### config.mk
export PLATFORM = sky130hd
export DESIGN_NAME = inst_fetch_flat
export DESIGN_NICKNAME = d
export VERILOG_FILES = /design/src/rtl/inst_fetch_if.sv /design/src/rtl/inst_fetch.sv /design/src/flat_wrapper.sv
export SDC_FILE = /design/constraint.sdc
export NUM_CORES = 1
export LEC_CHECK = 0
export BUFFER_PORTS_ARGS = -buffer_cell sky130_fd_sc_hd__buf_2
export CAP_MARGIN = 20
export CORE_UTILIZATION = 58
export CTS_BUF_LIST = sky130_fd_sc_hd__clkbuf_16
export DETAILED_ROUTE_END_ITERATION = 10
export GPL_TIMING_DRIVEN = 0
export PLACE_DENSITY = 0.79
export RECOVER_POWER = 50
export REMOVE_ABC_BUFFERS = 1
export SETUP_SLACK_MARGIN = 0.05
export SLEW_MARGIN = 20
export SYNTH_ARGS = -nofsm -noshare
export SYNTH_HDL_FRONTEND = slang
export SYNTH_SLANG_ARGS = --single-unit
### constraint.sdc
create_clock -name clk -period 11.6 [get_ports clk]
set_input_delay 1.74 -clock clk [delete_from_list [all_inputs] [get_ports clk]]
set_output_delay 1.74 -clock clk [all_outputs]
set_load 0.01 [all_outputs]
### src/rtl/inst_fetch_if.sv
// ---------------------------------------------------------------------------
// inst_fetch_if
// Groups the instruction-memory request/response channel, the branch redirect
// inputs and the decode-side valid/ready channel of the fetch unit.
//
// Signals:
//   mem_ce     fetch request / chip enable to instruction memory
//   mem_addr   word-aligned byte address of the requested instruction
//   mem_inst   instruction word returned by memory
//   mem_valid  memory response valid (transfer on mem_ce & mem_valid)
//   br_flag    one-cycle redirect pulse
//   br_target  redirect address (low two bits ignored)
//   id_valid   fetch buffer head valid
//   id_ready   decode accepts the head entry
//   id_pc      PC of the head entry
//   id_inst    instruction of the head entry
//
// Modports:
//   master  the fetch unit
//   slave   the environment (memory, branch unit, decode stage)
// ---------------------------------------------------------------------------
interface inst_fetch_if;
    logic        mem_ce;
    logic [31:0] mem_addr;
    logic [31:0] mem_inst;
    logic        mem_valid;
    logic        br_flag;
    logic [31:0] br_target;
    logic        id_valid;
    logic        id_ready;
    logic [31:0] id_pc;
    logic [31:0] id_inst;

    modport master (
        output mem_ce, mem_addr, id_valid, id_pc, id_inst,
        input  mem_inst, mem_valid, br_flag, br_target, id_ready
    );

    modport slave (
        input  mem_ce, mem_addr, id_valid, id_pc, id_inst,
        output mem_inst, mem_valid, br_flag, br_target, id_ready
    );
endinterface

### src/rtl/inst_fetch.sv
// ---------------------------------------------------------------------------
// inst_fetch
// Instruction fetch initiator. Generates the PC, issues word requests to
// instruction memory, captures returned words into a small {pc, inst} buffer
// and presents the buffer head to decode through a valid/ready handshake.
// Branch redirects flush the buffer and drop any response still in flight.
//
// Parameters:
//   RESET_PC    first fetch address after reset
//   FIFO_DEPTH  fetch buffer entries (power of 2, >= 2)
//
// Ports:
//   clk   clock
//   rst   asynchronous reset, active-high
//   bus   inst_fetch_if.master (memory, branch and decode channels)
//   perf_fetch_cnt / perf_discard_cnt (only with FETCH_PERF_CNT_EN defined):
//         count of words pushed into the buffer / responses dropped
//
// Optional feature macro: FETCH_PERF_CNT_EN
// ---------------------------------------------------------------------------
module inst_fetch #(
    parameter logic [31:0] RESET_PC   = 32'h0000_0000,
    parameter int unsigned FIFO_DEPTH = 2
) (
    input  logic          clk,
    input  logic          rst,
    inst_fetch_if.master  bus
`ifdef FETCH_PERF_CNT_EN
    ,
    output logic [31:0]   perf_fetch_cnt,
    output logic [31:0]   perf_discard_cnt
`endif
);

    localparam int unsigned PTR_W = (FIFO_DEPTH > 1) ? $clog2(FIFO_DEPTH) : 1;
    localparam int unsigned CNT_W = $clog2(FIFO_DEPTH) + 1;

    typedef enum logic [1:0] {
        S_IDLE    = 2'd0,
        S_FETCH   = 2'd1,
        S_HOLD    = 2'd2,
        S_DISCARD = 2'd3
    } state_t;

    state_t             state_q, state_d;
    logic [31:0]        pc_q, pc_d;
    logic               mem_ce_q, mem_ce_d;
    logic [31:0]        mem_addr_q, mem_addr_d;
    logic [CNT_W-1:0]   count_q, count_d;
    logic [PTR_W-1:0]   rd_ptr_q, rd_ptr_d;
    logic [PTR_W-1:0]   wr_ptr_q, wr_ptr_d;
    logic [31:0]        buf_pc_q   [FIFO_DEPTH];
    logic [31:0]        buf_inst_q [FIFO_DEPTH];

    logic               xfer_s;
    logic               pop_s;
    logic               push_s;
    logic               flush_s;
    logic               room_after_push_s;
    logic [CNT_W-1:0]   count_after_push_s;
    logic [31:0]        br_pc_s;

    assign xfer_s  = mem_ce_q & bus.mem_valid;
    assign pop_s   = (count_q != {CNT_W{1'b0}}) & bus.id_ready;
    assign br_pc_s = {bus.br_target[31:2], 2'b00};

    // Occupancy after this edge's push, used to decide whether to keep requesting.
    assign count_after_push_s = count_q + {{(CNT_W-1){1'b0}}, 1'b1}
                                        - {{(CNT_W-1){1'b0}}, pop_s};
    assign room_after_push_s  = (count_after_push_s < CNT_W'(FIFO_DEPTH));

    // Next-state logic: branch redirect has priority over push and pop.
    always_comb begin
        state_d    = state_q;
        pc_d       = pc_q;
        mem_ce_d   = mem_ce_q;
        mem_addr_d = mem_addr_q;
        push_s     = 1'b0;
        flush_s    = 1'b0;

        if (bus.br_flag) begin
            flush_s = 1'b1;
            pc_d    = br_pc_s;
            case (state_q)
                S_FETCH, S_DISCARD: begin
                    if (xfer_s) begin
                        // The completing word belongs to the old stream: drop it.
                        state_d    = S_FETCH;
                        mem_ce_d   = 1'b1;
                        mem_addr_d = br_pc_s;
                    end else begin
                        // Request cannot be withdrawn; wait for it and drop it.
                        state_d = S_DISCARD;
                    end
                end
                S_HOLD, S_IDLE: begin
                    state_d    = S_FETCH;
                    mem_ce_d   = 1'b1;
                    mem_addr_d = br_pc_s;
                end
                default: begin
                    state_d  = S_IDLE;
                    mem_ce_d = 1'b0;
                end
            endcase
        end else begin
            case (state_q)
                S_IDLE: begin
                    state_d    = S_FETCH;
                    mem_ce_d   = 1'b1;
                    mem_addr_d = pc_q;
                end
                S_FETCH: begin
                    if (xfer_s) begin
                        push_s = 1'b1;
                        pc_d   = pc_q + 32'd4;
                        if (room_after_push_s) begin
                            mem_ce_d   = 1'b1;
                            mem_addr_d = pc_q + 32'd4;
                        end else begin
                            mem_ce_d = 1'b0;
                            state_d  = S_HOLD;
                        end
                    end else begin
                        state_d = S_FETCH;
                    end
                end
                S_HOLD: begin
                    if (pop_s) begin
                        state_d    = S_FETCH;
                        mem_ce_d   = 1'b1;
                        mem_addr_d = pc_q;
                    end else begin
                        state_d = S_HOLD;
                    end
                end
                S_DISCARD: begin
                    if (xfer_s) begin
                        state_d    = S_FETCH;
                        mem_ce_d   = 1'b1;
                        mem_addr_d = pc_q;
                    end else begin
                        state_d = S_DISCARD;
                    end
                end
                default: begin
                    state_d  = S_IDLE;
                    mem_ce_d = 1'b0;
                end
            endcase
        end
    end

    // Buffer pointer and occupancy update; a flush overrides push and pop.
    always_comb begin
        count_d  = count_q;
        rd_ptr_d = rd_ptr_q;
        wr_ptr_d = wr_ptr_q;
        if (flush_s) begin
            count_d  = {CNT_W{1'b0}};
            rd_ptr_d = {PTR_W{1'b0}};
            wr_ptr_d = {PTR_W{1'b0}};
        end else begin
            count_d = count_q + {{(CNT_W-1){1'b0}}, push_s}
                              - {{(CNT_W-1){1'b0}}, pop_s};
            if (push_s) begin
                wr_ptr_d = wr_ptr_q + {{(PTR_W-1){1'b0}}, 1'b1};
            end else begin
                wr_ptr_d = wr_ptr_q;
            end
            if (pop_s) begin
                rd_ptr_d = rd_ptr_q + {{(PTR_W-1){1'b0}}, 1'b1};
            end else begin
                rd_ptr_d = rd_ptr_q;
            end
        end
    end

    // FSM state, request outputs and fetch buffer storage.
    always_ff @(posedge clk or posedge rst) begin
        if (rst) begin
            state_q    <= S_IDLE;
            pc_q       <= RESET_PC;
            mem_ce_q   <= 1'b0;
            mem_addr_q <= 32'h0000_0000;
            count_q    <= {CNT_W{1'b0}};
            rd_ptr_q   <= {PTR_W{1'b0}};
            wr_ptr_q   <= {PTR_W{1'b0}};
            for (int i = 0; i < FIFO_DEPTH; i++) begin
                buf_pc_q[i]   <= 32'h0000_0000;
                buf_inst_q[i] <= 32'h0000_0000;
            end
        end else begin
            state_q    <= state_d;
            pc_q       <= pc_d;
            mem_ce_q   <= mem_ce_d;
            mem_addr_q <= mem_addr_d;
            count_q    <= count_d;
            rd_ptr_q   <= rd_ptr_d;
            wr_ptr_q   <= wr_ptr_d;
            if (push_s) begin
                buf_pc_q[wr_ptr_q]   <= mem_addr_q;
                buf_inst_q[wr_ptr_q] <= bus.mem_inst;
            end else begin
                buf_pc_q[wr_ptr_q]   <= buf_pc_q[wr_ptr_q];
                buf_inst_q[wr_ptr_q] <= buf_inst_q[wr_ptr_q];
            end
        end
    end

    // Decode sees only registered state, so a push shows up one cycle later.
    assign bus.mem_ce   = mem_ce_q;
    assign bus.mem_addr = mem_addr_q;
    assign bus.id_valid = (count_q != {CNT_W{1'b0}});
    assign bus.id_pc    = buf_pc_q[rd_ptr_q];
    assign bus.id_inst  = buf_inst_q[rd_ptr_q];

`ifdef FETCH_PERF_CNT_EN
    logic [31:0] perf_fetch_q;
    logic [31:0] perf_discard_q;
    logic        drop_s;

    // A completion is dropped when it belongs to a stream already redirected.
    assign drop_s = xfer_s & (bus.br_flag | (state_q == S_DISCARD));

    // Wrapping counters of pushed words and dropped responses.
    always_ff @(posedge clk or posedge rst) begin
        if (rst) begin
            perf_fetch_q   <= 32'h0000_0000;
            perf_discard_q <= 32'h0000_0000;
        end else begin
            if (push_s) begin
                perf_fetch_q <= perf_fetch_q + 32'd1;
            end else begin
                perf_fetch_q <= perf_fetch_q;
            end
            if (drop_s) begin
                perf_discard_q <= perf_discard_q + 32'd1;
            end else begin
                perf_discard_q <= perf_discard_q;
            end
        end
    end

    assign perf_fetch_cnt   = perf_fetch_q;
    assign perf_discard_cnt = perf_discard_q;
`endif

endmodule

### src/flat_wrapper.sv
// flat-port wrapper written by rule: the top's interface ports become plain ports
module inst_fetch_flat 
#(
    parameter logic [31:0] RESET_PC   = 32'h0000_0000,
    parameter int unsigned FIFO_DEPTH = 2
)
  (clk, rst, bus_mem_ce, bus_mem_addr, bus_id_valid, bus_id_pc, bus_id_inst, bus_mem_inst, bus_mem_valid, bus_br_flag, bus_br_target, bus_id_ready);
  inst_fetch_if bus_i ();
  input  logic clk;
  input  logic rst;
  output wire logic [$bits(bus_i.mem_ce)-1:0] bus_mem_ce;
  output wire logic [$bits(bus_i.mem_addr)-1:0] bus_mem_addr;
  output wire logic [$bits(bus_i.id_valid)-1:0] bus_id_valid;
  output wire logic [$bits(bus_i.id_pc)-1:0] bus_id_pc;
  output wire logic [$bits(bus_i.id_inst)-1:0] bus_id_inst;
  input wire logic [$bits(bus_i.mem_inst)-1:0] bus_mem_inst;
  input wire logic [$bits(bus_i.mem_valid)-1:0] bus_mem_valid;
  input wire logic [$bits(bus_i.br_flag)-1:0] bus_br_flag;
  input wire logic [$bits(bus_i.br_target)-1:0] bus_br_target;
  input wire logic [$bits(bus_i.id_ready)-1:0] bus_id_ready;
  assign bus_mem_ce = bus_i.mem_ce;
  assign bus_mem_addr = bus_i.mem_addr;
  assign bus_id_valid = bus_i.id_valid;
  assign bus_id_pc = bus_i.id_pc;
  assign bus_id_inst = bus_i.id_inst;
  assign bus_i.mem_inst = bus_mem_inst;
  assign bus_i.mem_valid = bus_mem_valid;
  assign bus_i.br_flag = bus_br_flag;
  assign bus_i.br_target = bus_br_target;
  assign bus_i.id_ready = bus_id_ready;
  inst_fetch #(.RESET_PC(RESET_PC), .FIFO_DEPTH(FIFO_DEPTH)) u_core (.clk(clk), .rst(rst), .bus(bus_i));
endmodule
* Yosys cells after proc, flatten, opt, wreduce, memory -nomap -nowiden *
Index checks and enable logic that the tools add are counted.
W data, S select, Z words.

word-level totals
  output and inout port bits = 98
  logic and storage cells = 101
  register bits = 199
  input port bits = 69

cells by class
  add/subtract/negate cells = 7
  reduce and logical (&&, ||, !) cells = 12
  bitwise logic cells = 4
  equal/unequal tests = 9
  $lt $le $gt $ge = 4
  mux-type cells = 54

operators by type and width
  kind                     number
  $mux W32                 22
  $bwmux W64               4
  $mux W64                 2
  $pmux W32 S4             1
  $pmux W32 S2             1
  $add A32 B3 Y32 const B  1
  $demux W32 S1            1
  $ne A3 B2 Y1 const B     5
  $mux W1                  13
  $mux W2                  6
  $reduce_bool A2 Y1       5
  $pmux W2 S4              1
  $reduce_and A5 Y1        1
  $eq A2 B2 Y1 const B     2
  $ge A2 B2 Y1 const B     2
  $ne A4 B4 Y1 const B     1
  $not A1 Y2               2
  $pmux W1 S4              1
  $pmux W2 S2              1
  $reduce_and A2 Y1        2
  $reduce_or A2 Y1         2
  $sub A2 B1 Y2            2
  $add A1 B1 Y1 const B    2
  $add A2 B1 Y2            1
  8 further kinds          9

* Depth between registers and ports, before layout *
  word-level depth = 8
  mapped depth = 8
  depth with buffers taken out = 7

* Worst setup path before layout *
No wires, ideal clock.

  path type = register to output
  from = register u_core.rd_ptr_q
  to = output port bus_id_inst[29]
  cell stages (with the launch flop) = 4
  buffers on the path = 2
  arrival time = 1436 ps
  required time = 9860 ps
  setup slack = 8424 ps
  cell sequence = dfrtp_1 > clkbuf_1 > clkbuf_1 > mux2_2

on the way
  cells in the longest elaborated chain, start to end = 4

ends and longest elaborated chain
  element                                       RTL line            text
  start, declared                               inst_fetch.sv:50    logic [PTR_W-1:0] rd_ptr_q, rd_ptr_d;
  start signal, assigned                        inst_fetch.sv:187   rd_ptr_q <= {PTR_W{1'b0}};
  start signal, assigned                        inst_fetch.sv:199   rd_ptr_q <= rd_ptr_d;
  $not A1 Y2 (implied by the code)              inst_fetch.sv:216   assign bus.id_inst = buf_inst_q[rd_ptr_q];
  $mux W32 (implied by the code) (3 in series)  inst_fetch.sv:216
  end, declared                                 flat_wrapper.sv:15  output wire logic [$bits(bus_i.id_inst)-1:0] bus_id_inst;

No other way between the ends. The select of a mux whose other input is x is not followed.

* Worst setup path after layout *
  from = input port bus_br_flag
  to = register u_core.mem_addr_q[31], in the netlist u_core.bus.mem_addr[31]

on the way
  cells in the longest elaborated chain, start to end = 2
  elaborated cells on any way between the ends = 7
  classes of those cells = eq/ne (5); mux (1); reduce/logical (1)

ends and longest elaborated chain
  element                             RTL line            text
  start, declared                     flat_wrapper.sv:18  input wire logic [$bits(bus_i.br_flag)-1:0] bus_br_flag;
  $ne A3 B2 Y1 (no source line)       -
  $reduce_and A5 Y1 (no source line)  -
  end signal, assigned                inst_fetch.sv:197   mem_addr_q <= mem_addr_d;
  end, declared                       inst_fetch.sv:48    logic [31:0] mem_addr_q, mem_addr_d;

Several ways; a longest one is shown, not always the timed one.
A chain may end at the register's enable or synchronous reset.

==> results.toml <==
[timing]
slew_headroom_pct = -200
timing.hold.ws_ps = 502
min_period_ps = 4920
grt_setup_unrepaired = "no"
fin_worst_skew_ps = 7.75
setup_violations = 0
tightest_slew_ps = 4480
drv_slew = 151
fmax_ghz = 0.203
fin_crit_sh_pct = 42.4
finalHoldViolCount = 0
finalSetupTns_ps = 0

[route]
drc = 0
drt_wl_total_um = 20200
antenna_left = 0
drtIter0Drc = 315
drt_pass1_iterations = 4
vias = 6699
vias_per_cell = 5.69
wire_per_inst_um = 17.1

[logic_synthesis]
synth-seq-cells = 196
syn_area_per_cell_sq_um = 11.9
synth_top_area_share_pct = 50.5
yosysTopAreaCell = "dfrtp_1"
yosysMostFrequentCell = "mux2_2"
ys_warn_count = 0
synth_cell_types = 57
netlist_area_sq_um = 9700
yosys-top-cells-area = "dfrtp_1 (51%), mux2_2 (23%), xnor2_1 (2.4%)"
synth_ff_type = "dfrtp_1"
seq_area_frac_synth_pct = 50.5
async_reset_ff_share_pct = 100
yosys-top-cells-count = "mux2_2 (200), dfrtp_1 (196), nand2_1 (62), nor2_1 (45), buf_2 (30)"
netlist_instances = 818
synth-edff-count = 0

[floorplanning]
dieArea_sq_um = 17300
io_pins = 167
fp.dieH_um = 131
start_util_pct = 60.2
fp.dieW_um = 131
row_count = 46
core_area_sq_um = 16100

[clock_tree]
clock_sinks = 196
post_cts_resized = 0
hold_buffers = 0
clk_latency_ps = 430
clk_root_buffer_cell = "clkbuf_16"
tritoncts = "yes"
path_clk_slew_ps = 70
clockBufferDepth = 2
post-cts-setup-buffers = 0
h-tree-depth = 4
cts_made_buffers = 17

[worst_setup_path]
worst-path-buf-inv = 1
crit_path_start_kind = "input port"
cp_cell_sequence = "clkbuf_1, nor2_1, nand2_1, o21a_1, nand3_1, o22ai_1"
cp_data_required_time_ps = 11930
crit_path_max_fanout = 47
cp.arrival_ps = 5250
setup.worst_path.start = "bus_br_flag"
slowest_delay_ps = 1440
worst-setup-path-type = "in2reg"
end_kind = "flip-flop"
rr_startpoint = "u_core.state_q[0]$_DFFE_PP0P_"
crit_family = "buffers and inverters"
cpMaxStageDelayCell = "clkbuf_1"
r2r_slack_ps = 9150

[layout]
fin_area_sq_um = 11200
diodes = 0
drive_gt1_share_pct = 40.4
nNetsFinal = 1020
multi_input_area_sq_um = 4490
syn2layout_area_growth_pct = 15.8
seqCellArea_sq_um = 4910
fillers = 1224

[place]
place_area_sq_um = 10700
io_buffers = 164
gp_congestion = 0.859
dp_hpwl_um = 13900

[grt]
grt-ovfl-total = 0
grt_pass1_vias = 6776
met2_usage_pct = 40.3
grt_usage_pct = 24.8
grt_util_met3_pct = 3.78
grt_pass1_wl_um = 34300
met1_usage_pct = 34.3
gr-max-usage-layer = "met2"
antenna_found_initial = 0
grt_max_degree = 104

[power_and_ir_drop]
power_density_nw_per_um2 = 246
p_total_uw = 2770
p_leak_uw = 0.00492
peakVddDrop_mv = 0.131

[min_path]
hold_start = "u_core.buf_inst_q[30]$_DFFE_PP0P_"
hp-class = "reg2reg"

[status]
violations = "max-capacitance violations, max-slew violations"
status = "finished, violations left"

[run]
drv_cap = 2
-- kinds of logic after synthesis --
| group | count (synthesis) | synth area share, % |
|---|---|---|
| AOI/OAI and AO/OA | 85 | 5.83 |
| and+or+nand+nor | 213 | 11.8 |
| adders and majority gates | 3 | 0.387 |
| xor gates and xnor gates | 48 | 4.33 |
| DFF | 196 | 50.5 |
| muxes | 204 | 23.6 |
| buffers and inverters | 69 | 3.49 |
-- routing by layer --
| layer | wire length, um | vias to the layer above | part of all wire, % |
|---|---|---|---|
| li1 | - | 3190 | - |
| met1 | 9420 | 3328 | 47 |
| met2 | 9770 | 166 | 48 |
| met3 | 780 | 15 | 3.9 |
| met4 | 212 | 0 | 1.1 |
| met5 | 0 | - | 0 |
-- worst reg2reg max path: cells and delay by family (launching register included) --
| kind | cells | cell delay (ps) |
|---|---|---|
| flip-flops | 1 | 520 |
| AO/OA/AOI/OAI | 3 | 1500 |
| AND/OR/NAND/NOR | 2 | 340 |
-- placed cells by master, fill, tap and decap left out, types with 4 or more instances in the layout --
master,instances
a211oi_1,4
a21boi_0,7
a21oi_1,10
and3_1,7
and4_1,6
buf_16,4
buf_2,129
clkbuf_1,35
clkbuf_16,17
clkinvlp_4,4
dfrtp_1,195
inv_1,8
mux2_2,200
mux2i_1,4
nand2_1,61
nand2b_1,7
nand3_1,22
nand4_1,18
nor2_1,44
nor2b_1,4
nor3_1,13
nor4_1,9
nor4_2,7
o21ai_0,29
o31a_1,5
o31ai_1,6
xnor2_1,27
xor2_1,21
-- flip-flops by register name (all words and copies together) (netlist names) --
signal               flops
u_core.rd_ptr_q          1
u_core.bus.mem_addr     31
u_core.state_q           2
u_core.buf_inst_q       64
u_core.bus.mem_ce        1
u_core.buf_pc_q         64
u_core.wr_ptr_q          1
u_core.pc_q             30
u_core.count_q           2
-- where the power goes --
group	switching, uW	internal (uW)	leakage, uW
Combinational	475	542	0.00225
Clock	263	319	0.000273
Sequential	201	966	0.00239
Total	939	1830	0.00492
-- metrics by stage --
step,worst slack (ps),std cells,util (%)
floorplan,4520,758,-
global placement,2360,1138,65.1
detailed placement,7220,1145,66.4
CTS,7690,1177,70.0
global route,6150,1177,69.7
finish,6680,1177,69.7
-- worst paths after layout --
kind                                                       endpoint  cells after the start
worst max-delay path            u_core.bus.mem_addr[31]$_DFFE_PP0P_                      6
worst min-delay path              u_core.buf_inst_q[30]$_DFFE_PP0P_                      1
worst max register to register  u_core.bus.mem_addr[31]$_DFFE_PP0P_                      5
worst min register to register    u_core.buf_inst_q[30]$_DFFE_PP0P_                      1
max in group asynchronous       u_core.bus.mem_addr[10]$_DFFE_PP0P_                      2
min in group asynchronous         u_core.buf_inst_q[16]$_DFFE_PP0P_                      2
-- final cells by class --
class,count,area share [%]
flip-flops and latches,196,43.7
multi-input cells,553,39.9
repair buffers,171,8.43
clock buffers,17,3.79
well taps,216,2.41
clock inverters,15,1.43
inverters,9,0.312
Note: power is estimated with default switching activity, not from simulation.
